[config.mk]
export PLATFORM = sky130hd
export DESIGN_NAME = divmod_unit
export DESIGN_NICKNAME = d
export VERILOG_FILES = /design/src/rtl/divmod_unit_pkg.sv /design/src/rtl/divmod_step.sv /design/src/rtl/divmod_unit.sv
export SDC_FILE = /design/constraint.sdc
export NUM_CORES = 1
export LEC_CHECK = 0
export CAP_MARGIN = 15
export CORE_MARGIN = 2
export CORE_UTILIZATION = 40
export CTS_BUF_LIST = sky130_fd_sc_hd__clkbuf_4 sky130_fd_sc_hd__clkbuf_8 sky130_fd_sc_hd__clkbuf_16
export DETAILED_ROUTE_END_ITERATION = 8
export PLACE_DENSITY = 0.73
export SLEW_MARGIN = 20
export SYNTH_ARGS = -nofsm -noshare
export SYNTH_HDL_FRONTEND = slang
export SYNTH_SLANG_ARGS = --single-unit
[constraint.sdc]
create_clock -name clk -period 4.5 [get_ports clk]
set_clock_uncertainty 0.05 [all_clocks]
set_input_delay 0.9 -clock clk [delete_from_list [all_inputs] [get_ports clk]]
set_output_delay 0.9 -clock clk [all_outputs]
set_load 0.01 [all_outputs]
[src/rtl/divmod_unit_pkg.sv]
// Shared types and constants for the iterative divide/modulo unit.
// Contents: FSM state encoding and the fixed latency constants
// (full operations take N + DIVMOD_LAT_FULL cycles, N = iteration count).
package divmod_unit_pkg;

    typedef enum logic [2:0] {
        IDLE = 3'd0,
        PREP = 3'd1,
        CALC = 3'd2,
        FIX  = 3'd3,
        DONE = 3'd4
    } state_e;

    // Accept-to-out_valid latency: N + DIVMOD_LAT_FULL for iterated ops,
    // DIVMOD_LAT_ZERO for divide-by-zero and signed overflow shortcuts.
    localparam int unsigned DIVMOD_LAT_FULL = 3;
    localparam int unsigned DIVMOD_LAT_ZERO = 2;

endpackage

[src/rtl/divmod_step.sv]
// One restoring shift-subtract division step (combinational).
// Ports:
//   rem_i / rem_o : partial remainder before / after the step
//   quo_i / quo_o : dividend-quotient shift register before / after the step
//   dvs_i         : divisor magnitude
module divmod_step #(
    parameter int unsigned DATA_WIDTH = 64
) (
    input  logic [DATA_WIDTH-1:0] rem_i,
    input  logic [DATA_WIDTH-1:0] quo_i,
    input  logic [DATA_WIDTH-1:0] dvs_i,
    output logic [DATA_WIDTH-1:0] rem_o,
    output logic [DATA_WIDTH-1:0] quo_o
);

    localparam int unsigned W = DATA_WIDTH;

    logic [W:0] shifted;
    logic [W:0] diff;

    // Bit W of the difference is the borrow: set means the divisor did not fit.
    always_comb begin
        shifted = {rem_i, quo_i[W-1]};
        diff    = shifted - {1'b0, dvs_i};
        rem_o   = diff[W] ? shifted[W-1:0] : diff[W-1:0];
        quo_o   = {quo_i[W-2:0], ~diff[W]};
    end

endmodule

[src/rtl/divmod_unit.sv]
// Iterative divide/modulo unit, one quotient bit per cycle.
// Optional feature macro: DIVMOD_UNIT_SIGNED_EN (signed operation; otherwise
// op_signed is ignored and overflow never asserts).
// Ports:
//   clk, reset_n           : clock, synchronous active-low reset
//   in_valid / in_ready    : request handshake (in_ready high only in IDLE)
//   dividend, divisor      : operands
//   op_signed, op_half     : signed mode, low-half (DATA_WIDTH/2) mode
//   out_valid / out_ready  : result handshake, outputs held until accepted
//   quotient, remainder    : results
//   div_zero, overflow     : result flags, valid with out_valid
module divmod_unit
    import divmod_unit_pkg::*;
#(
    parameter int unsigned DATA_WIDTH = 64,
    parameter int unsigned OUT_REG    = 1
) (
    input  logic                  clk,
    input  logic                  reset_n,
    input  logic                  in_valid,
    output logic                  in_ready,
    input  logic [DATA_WIDTH-1:0] dividend,
    input  logic [DATA_WIDTH-1:0] divisor,
    input  logic                  op_signed,
    input  logic                  op_half,
    output logic                  out_valid,
    input  logic                  out_ready,
    output logic [DATA_WIDTH-1:0] quotient,
    output logic [DATA_WIDTH-1:0] remainder,
    output logic                  div_zero,
    output logic                  overflow
);

    localparam int unsigned W  = DATA_WIDTH;
    localparam int unsigned HW = DATA_WIDTH / 2;
    localparam int unsigned CW = $clog2(DATA_WIDTH + 1);

`ifdef DIVMOD_UNIT_SIGNED_EN
    localparam bit SIGNED_EN = 1'b1;
`else
    localparam bit SIGNED_EN = 1'b0;
`endif

    state_e         state_q, state_d;
    logic [W-1:0]   quo_q, quo_d;
    logic [W-1:0]   rem_q, rem_d;
    logic [W-1:0]   dvs_q, dvs_d;
    logic [CW-1:0]  cnt_q, cnt_d;
    logic           sgn_q, sgn_d;
    logic           half_q, half_d;
    logic           neg_quo_q, neg_quo_d;
    logic           neg_rem_q, neg_rem_d;
    logic           dz_q, dz_d;
    logic           ov_q, ov_d;
    logic           pend_q, pend_d;
    logic [W-1:0]   q_res_q, q_res_d;
    logic [W-1:0]   r_res_q, r_res_d;
    logic           div_zero_q, div_zero_d;
    logic           overflow_q, overflow_d;
    logic           out_valid_q, out_valid_d;
    logic           in_ready_q, in_ready_d;

    logic           sgn_in;
    logic [W-1:0]   eff_dvd, eff_dvs, min_eff;
    logic           ovf_in;
    logic [W-1:0]   abs_dvd, abs_dvs;
    logic [W-1:0]   res_mask;
    logic [W-1:0]   step_rem, step_quo;

    divmod_step #(.DATA_WIDTH(W)) u_step (
        .rem_i (rem_q),
        .quo_i (quo_q),
        .dvs_i (dvs_q),
        .rem_o (step_rem),
        .quo_o (step_quo)
    );

    // Operand conditioning: effective width, extension and shortcut detection.
    always_comb begin
        sgn_in   = SIGNED_EN & op_signed;
        eff_dvd  = op_half ? {{HW{sgn_in & dividend[HW-1]}}, dividend[HW-1:0]} : dividend;
        eff_dvs  = op_half ? {{HW{sgn_in & divisor[HW-1]}},  divisor[HW-1:0]}  : divisor;
        min_eff  = op_half ? {{HW{1'b1}}, 1'b1, {(HW-1){1'b0}}} : {1'b1, {(W-1){1'b0}}};
        ovf_in   = sgn_in && (eff_dvd == min_eff) && (eff_dvs == '1);
        abs_dvd  = (sgn_q && quo_q[W-1]) ? (-quo_q) : quo_q;
        abs_dvs  = (sgn_q && dvs_q[W-1]) ? (-dvs_q) : dvs_q;
        res_mask = half_q ? {{HW{1'b0}}, {HW{1'b1}}} : '1;
    end

    // Next-state and datapath control.
    always_comb begin
        state_d     = state_q;
        quo_d       = quo_q;
        rem_d       = rem_q;
        dvs_d       = dvs_q;
        cnt_d       = cnt_q;
        sgn_d       = sgn_q;
        half_d      = half_q;
        neg_quo_d   = neg_quo_q;
        neg_rem_d   = neg_rem_q;
        dz_d        = dz_q;
        ov_d        = ov_q;
        pend_d      = pend_q;
        q_res_d     = q_res_q;
        r_res_d     = r_res_q;
        div_zero_d  = div_zero_q;
        overflow_d  = overflow_q;
        out_valid_d = out_valid_q;

        case (state_q)
            IDLE: begin
                if (in_valid) begin
                    sgn_d     = sgn_in;
                    half_d    = op_half;
                    neg_quo_d = 1'b0;
                    neg_rem_d = 1'b0;
                    dz_d      = 1'b0;
                    ov_d      = 1'b0;
                    pend_d    = 1'b0;
                    if (eff_dvs == '0) begin
                        dz_d    = 1'b1;
                        quo_d   = '0;
                        rem_d   = eff_dvd;
                        pend_d  = 1'b1;
                        state_d = DONE;
                    end else if (ovf_in) begin
                        ov_d    = 1'b1;
                        quo_d   = min_eff;
                        rem_d   = '0;
                        pend_d  = 1'b1;
                        state_d = DONE;
                    end else begin
                        quo_d   = eff_dvd;
                        dvs_d   = eff_dvs;
                        rem_d   = '0;
                        state_d = PREP;
                    end
                end
            end
            PREP: begin
                neg_quo_d = sgn_q & (quo_q[W-1] ^ dvs_q[W-1]);
                neg_rem_d = sgn_q & quo_q[W-1];
                // Half mode: park the magnitude in the upper half so N/2 shifts consume it.
                quo_d     = half_q ? (abs_dvd << HW) : abs_dvd;
                dvs_d     = abs_dvs;
                rem_d     = '0;
                cnt_d     = half_q ? CW'(HW) : CW'(W);
                state_d   = CALC;
            end
            CALC: begin
                quo_d = step_quo;
                rem_d = step_rem;
                cnt_d = cnt_q - CW'(1);
                if (cnt_q == CW'(1)) begin
                    state_d = FIX;
                end
            end
            FIX: begin
                if (neg_quo_q) quo_d = -quo_q;
                if (neg_rem_q) rem_d = -rem_q;
                state_d = DONE;
            end
            DONE: begin
                if (!out_valid_q) begin
                    // Shortcut results idle one cycle to keep their fixed turnaround.
                    if (pend_q) begin
                        pend_d = 1'b0;
                    end else begin
                        out_valid_d = 1'b1;
                        q_res_d     = quo_q & res_mask;
                        r_res_d     = rem_q & res_mask;
                        div_zero_d  = dz_q;
                        overflow_d  = ov_q;
                    end
                end else if (out_ready) begin
                    out_valid_d = 1'b0;
                    state_d     = IDLE;
                end
            end
            default: begin
                state_d = IDLE;
            end
        endcase

        in_ready_d = (state_d == IDLE);
    end

    // State and datapath registers.
    always_ff @(posedge clk) begin
        if (!reset_n) begin
            state_q     <= IDLE;
            quo_q       <= '0;
            rem_q       <= '0;
            dvs_q       <= '0;
            cnt_q       <= '0;
            sgn_q       <= 1'b0;
            half_q      <= 1'b0;
            neg_quo_q   <= 1'b0;
            neg_rem_q   <= 1'b0;
            dz_q        <= 1'b0;
            ov_q        <= 1'b0;
            pend_q      <= 1'b0;
            q_res_q     <= '0;
            r_res_q     <= '0;
            div_zero_q  <= 1'b0;
            overflow_q  <= 1'b0;
            out_valid_q <= 1'b0;
            in_ready_q  <= 1'b1;
        end else begin
            state_q     <= state_d;
            quo_q       <= quo_d;
            rem_q       <= rem_d;
            dvs_q       <= dvs_d;
            cnt_q       <= cnt_d;
            sgn_q       <= sgn_d;
            half_q      <= half_d;
            neg_quo_q   <= neg_quo_d;
            neg_rem_q   <= neg_rem_d;
            dz_q        <= dz_d;
            ov_q        <= ov_d;
            pend_q      <= pend_d;
            q_res_q     <= q_res_d;
            r_res_q     <= r_res_d;
            div_zero_q  <= div_zero_d;
            overflow_q  <= overflow_d;
            out_valid_q <= out_valid_d;
            in_ready_q  <= in_ready_d;
        end
    end

    assign in_ready  = in_ready_q;
    assign out_valid = out_valid_q;
    assign div_zero  = div_zero_q;
    assign overflow  = overflow_q;

    // Result data either from dedicated registers or straight from the working registers.
    if (OUT_REG != 0) begin : g_out_reg
        assign quotient  = q_res_q;
        assign remainder = r_res_q;
    end else begin : g_out_comb
        assign quotient  = quo_q & res_mask;
        assign remainder = rem_q & res_mask;
    end

endmodule
* After elaboration in Yosys (flattened, before gate mapping)
Cells that the tools add are included.
** Word-level totals
- Register bits after elaboration :: 337
- Input bits :: 134
- Output and inout port bits :: 132
- Word-level logic and storage cells :: 82
** Cells by class
- Add/sub/neg operators :: 4
- Equal/unequal tests :: 10
- Multiplexer cells :: 33
- Bitwise logic cells :: 6
- Reductions and logical operators :: 14
** Operator list (number)
- $mux 64 :: 14
- $pmux 64 s4 :: 2
- $and 64x64->64 :: 2
- $neg 64->64 :: 2
- $sub 65x64->65 :: 1
- $logic_not 64->1 :: 1
- $mux 3 :: 5
- $pmux 3 s5 :: 1
- $pmux 7 s2 :: 1
- $ne 2x2->1 const B :: 5
- $reduce_and 3->1 :: 3
- $reduce_and 4->1 :: 2
- $eq 7x1->1 const B :: 1
- $mux 1 :: 7
- $mux 7 :: 1
- $sub 7x1->7 const B :: 1
- $eq 3x2->1 const B :: 2
- $logic_not 3->1 :: 2
- $reduce_bool 2->1 :: 3
- $not 1->1 :: 4
- $pmux 1 s2 :: 2
- $reduce_and 2->1 :: 2
- $reduce_bool 4->1 :: 1
- $eq 3x1->1 const B :: 1
- $eq 3x3->1 const B :: 1

* Longest topological paths before layout
- Word-level depth :: 6
- Mapped depth :: 16
- Gate-level depth less buffers :: 14

* Hierarchy
From an unflattened synthesis, not the netlist that was laid out.
** Second synthesis, totals
- Cell total of the unflattened synthesis :: 2667
- Area, all modules :: 20539.7 um^2
** By module, submodules not included
- divmod_unit :: instances 1, cells each 1818, area each 15223.4 um^2, sequential area each 6726.5 um^2
- divmod_step :: instances 1, cells each 849, area each 5316.3 um^2, sequential area each 0.0 um^2

* Least setup slack after synthesis
OpenSTA, ideal clock, no wires.
- Path type :: reg2reg
- From :: register quo_q[63]
- To :: register rem_q[10]
- Setup time :: 132 ps
- Arrival time :: 3463 ps
- Data required time :: 4318 ps
- Slack :: 855 ps
- Stages on the path, launching flop included :: 16
- Path buffers :: 1
- Clock period less this slack :: 3645 ps
- Path through :: dfxtp_1 > inv_1 > ha_1 > fa_1 > nand2b_1 > a21oi_1 > o21ai_1 > a2111o_1 > nand3_2 > a211oi_2 > or3_4 > a31oi_4 > buf_6 > mux2_2 > a32oi_1 > a21oi_1
** Between the ends
- Longest elaborated chain between the ends :: 3
** Ends and longest elaborated chain
- from (decl) :: RTL line divmod_unit.sv:45 : logic [W-1:0] quo_q, quo_d;
- from (signal assigned) :: RTL line divmod_unit.sv:211 : quo_q <= quo_d;
- $sub 65x64->65 :: RTL line divmod_step.sv:24 : diff = shifted - {1'b0, dvs_i};
- $mux 64 :: RTL line divmod_step.sv:25 : rem_o = diff[W] ? shifted[W-1:0] : diff[W-1:0];
- $pmux 64 s4 :: RTL line divmod_unit.sv:110 : case (state_q)
- to (signal assigned) :: RTL line divmod_unit.sv:212 : rem_q <= rem_d;
- to (decl) :: RTL line divmod_unit.sv:46 : logic [W-1:0] rem_q, rem_d;
Every way passes these cells.
A chain may end at the register's enable or synchronous reset.

* Worst setup path after layout
- From :: register quo_q[63]
- To :: register rem_q[8]
The elaborated chain is that of the path after synthesis.

==> results.json <==
{
  "drc_errors": 0,
  "swShare_pct": 36.9,
  "critical_path_depth": 15,
  "viasPerCell": 5.88,
  "cp.arrival_ns": 4.64,
  "dpl_cell_area_sq_um": 21500,
  "postLayoutCellArea_sq_um": 22800,
  "synth_nets": 2582,
  "slew-limit-headroom_pct": 31.3,
  "crit_chain": "inv_1 > ha_1 > fa_1 > nand2b_1 > a21oi_1 > o21ai_1 > a2111o_1 > nand3_2 > a211oi_2 > or3_4 > a31oi_4 > buf_12 > mux2_2 > a32oi_1 > a21oi_1",
  "p_total_mw": 10.5,
  "clock_latency_ns": 0.56,
  "min_period_ns": 4.27,
  "crit_type": "flip-flop to flip-flop",
  "worst_path_dominant_cell_family": "compound AO/OA/AOI/OAI gates",
  "grt_pass1_vias": 17200,
  "power_switching_mw": 3.87,
  "antenna_found_initial": 5,
  "numCtsBuffers": 37,
  "area_growth_pct": 22.7,
  "synth-async-reset-ratio_pct": 0,
  "ff2ff_path_depth": 15,
  "start_util_pct": 40.7,
  "final_max_slew_viol_count": 0,
  "leakagePower_nw": 8.17,
  "ir_drop_v": 0.000290,
  "slowest_delay_ns": 0.50,
  "grt_max_degree": 86,
  "clock-sinks": 336,
  "ys_seq_area_share_pct": 36.3,
  "synth_area_leaders": "dfxtp_1, nand2_1, a21oi_1, ha_1, nand3b_1",
  "synth-seq-cells": 336,
  "rsz0062_at_grt": "no",
  "dp_hpwl_mm": 50.6,
  "rows": 78,
  "post-place-ws_ns": 0.150,
  "detailroute.via_count": 18500,
  "crit_path_start_kind": "flip-flop",
  "fin_ws_ns": 0.225,
  "fin_crit_sh_pct": 95.0,
  "cts_root_buf": "clkbuf_16",
  "synth_top_area_share_pct": 36.3,
  "synth_edf_count": 0,
  "finalSetupViolations": 0,
  "boundaryPins": 266,
  "synth_warnings": 0,
  "critical_path_required_ns": 4.87,
  "track_usage_pct": 26.8,
  "fillers": 4350,
  "whs_path_depth": 2,
  "cts.clk_slew.worst_paths_ns": 0.06,
  "die_area_sq_um": 48100,
  "io_buffers": 263,
  "drt_wl_total_mm": 67.0,
  "totalNegativeSetupSlack_ns": 0,
  "netlist_area_sq_um": 18600,
  "crit_buf_inv": 2,
  "worst_pin_slew_ns": 1.02,
  "drive_above_1_share_pct": 6.48,
  "regArea_sq_um": 6730,
  "hold_violations": 0,
  "cap_violations": 0,
  "p_comb_share_pct": 37.2,
  "cp_slowest_cell": "a2111o_1",
  "grt_pass1_wl_mm": 100,
  "core-area_sq_um": 45600,
  "die_h_um": 219,
  "postSynthAreaPerCell_sq_um": 7.79,
  "p_per_area_nw_per_um2": 461,
  "htreeDepth": 2,
  "gp_routability_congestion": 0.941,
  "initialDrtViolationCount": 1737,
  "first_pass_iters": 6,
  "ys.flop_type": "dfxtp_1",
  "antenna_left": 0,
  "multi_input_area_sq_um": 10700,
  "hold_ws_ns": 0.400,
  "p_int_mw": 6.62,
  "seq_power_share_pct": 33.5,
  "end_kind": "flip-flop",
  "outcome": "complete, no violations",
  "wl_per_cell_um": 21.3,
  "tritoncts": "yes",
  "crit_path_frequent_cell": "a21oi_1",
  "netlist_instances": 2380,
  "synth.distinct_cells": 75,
  "hold_path_class": "flip-flop to flip-flop",
  "path_max_fanout": 21,
  "clkPwrFrac_pct": 29.3,
  "overflow": 0,
  "synth_area_leader_cell": "dfxtp_1",
  "final_nets": 2725,
  "max_freq_ghz": 0.234,
  "die_w_um": 219,
  "cts_buffer_depth": 3
}
==> what timing repair did <==
item,in CTS,in global routing
buffers inserted,0,0
resized for setup,0,2
hold buffers,0,0
setup endpoints to repair,0,14
==> layer usage <==
layer	GRT usage [%]	wire length [um]	up-vias
met1	36.7	29000	8743
li1	-	-	8821
met4	13.0	3260	0
met3	4.21	5280	158
met5	0	0	-
met2	41.1	29500	811
==> power groups by stage <==
stage	clock network [mW]	logic, mW	registers (mW)
finish	3.07	3.91	3.52
global route	3.21	4.25	3.53
CTS	3.09	3.82	3.50
detailed placement	0	3.79	3.57
global placement	0	3.76	3.56
floorplan	0	2.83	3.41
==> cells in the final DEF (no fill, tap or decap), types with 67 or more instances in the layout <==
| cell | count |
|---|---|
| nor2_1 | 117 |
| a21boi_0 | 67 |
| a21oi_1 | 265 |
| inv_1 | 90 |
| ha_1 | 67 |
| clkdlybuf4s50_1 | 262 |
| nand3b_1 | 96 |
| dfxtp_1 | 336 |
| nand2_1 | 390 |
| o21ai_0 | 116 |
==> cells by family after synthesis <==
kind of cell / after synthesis / synth area share, %
other cells: 1 / 0.0202
simple gates: 801 / 20.4
mux: 46 / 2.66
flops: 336 / 36.3
buf+inv: 289 / 6.22
compound gates: 781 / 27.1
fa+ha+maj: 68 / 4.63
xor+xnor: 58 / 2.74
==> worst register-to-register path, delay by kind of cell (launching register included) <==
kind,cells,cell delay (ns)
DFF,1,0.36
buffers and inverters,2,0.29
adders and majority gates,2,0.62
muxes,1,0.37
and+or+nand+nor,3,0.75
AOI/OAI and AO/OA,7,1.67
==> final cells by class <==
cell class	instances	share of cell area (%)
clock buffer	48	4.57
inverter	91	1.52
clock inverter	14	0.693
timing repair buffer	302	13.1
antenna	4	0.0440
sequential	336	29.5
multi-input combinational	1755	47.2
tap	600	3.30
==> stage by stage <==
stage	utilization, %	instances
floorplan	-	2380
global placement	47.3	3084
detailed placement	47.3	3084
CTS	49.9	3146
global route	49.9	3150
finish	49.9	3150
==> path summary, 6_finish.rpt <==
| path | start | endpoint | slack, ns |
|---|---|---|---|
| hold / removal | quotient[48] | quotient[48] | 0.40 |
| setup / recovery | quo_q[63] | rem_q[8] | 0.23 |
| hold reg to reg | quotient[48] | quotient[48] | 0.40 |
| setup reg to reg | quo_q[63] | rem_q[8] | 0.23 |
==> Yosys cell counts, drive strengths merged (7+ instances only) <==
cell type and number:
dfxtp 336, a31oi 36, o211a 7, clkbuf 172, a21o 33, mux2 27
nor2 121, nand4 26, o22ai 10, nand3 65, nor2b 12, nor4 21
ha 67, mux2i 19, a32oi 52, a21oi 265, a211oi 36, a311oi 25
buf 26, o21a 9, a21boi 67, nand2b 9, o21bai 15, or3 12
nor3 21, xnor2 34, xor2 24, inv 91, nand3b 96, o211ai 22
o31ai 7, nand2 390, or2 8, a22oi 41, o21ai 127
==> state kept, by name (all words and copies together) (netlist names), 3 cells and up <==
register / cells
cnt_q: 7
dvs_q: 64
quo_q: 64
quotient: 64
rem_q: 64
remainder: 64
state_q: 3
Note: power is estimated with default switching activity, not from simulation.
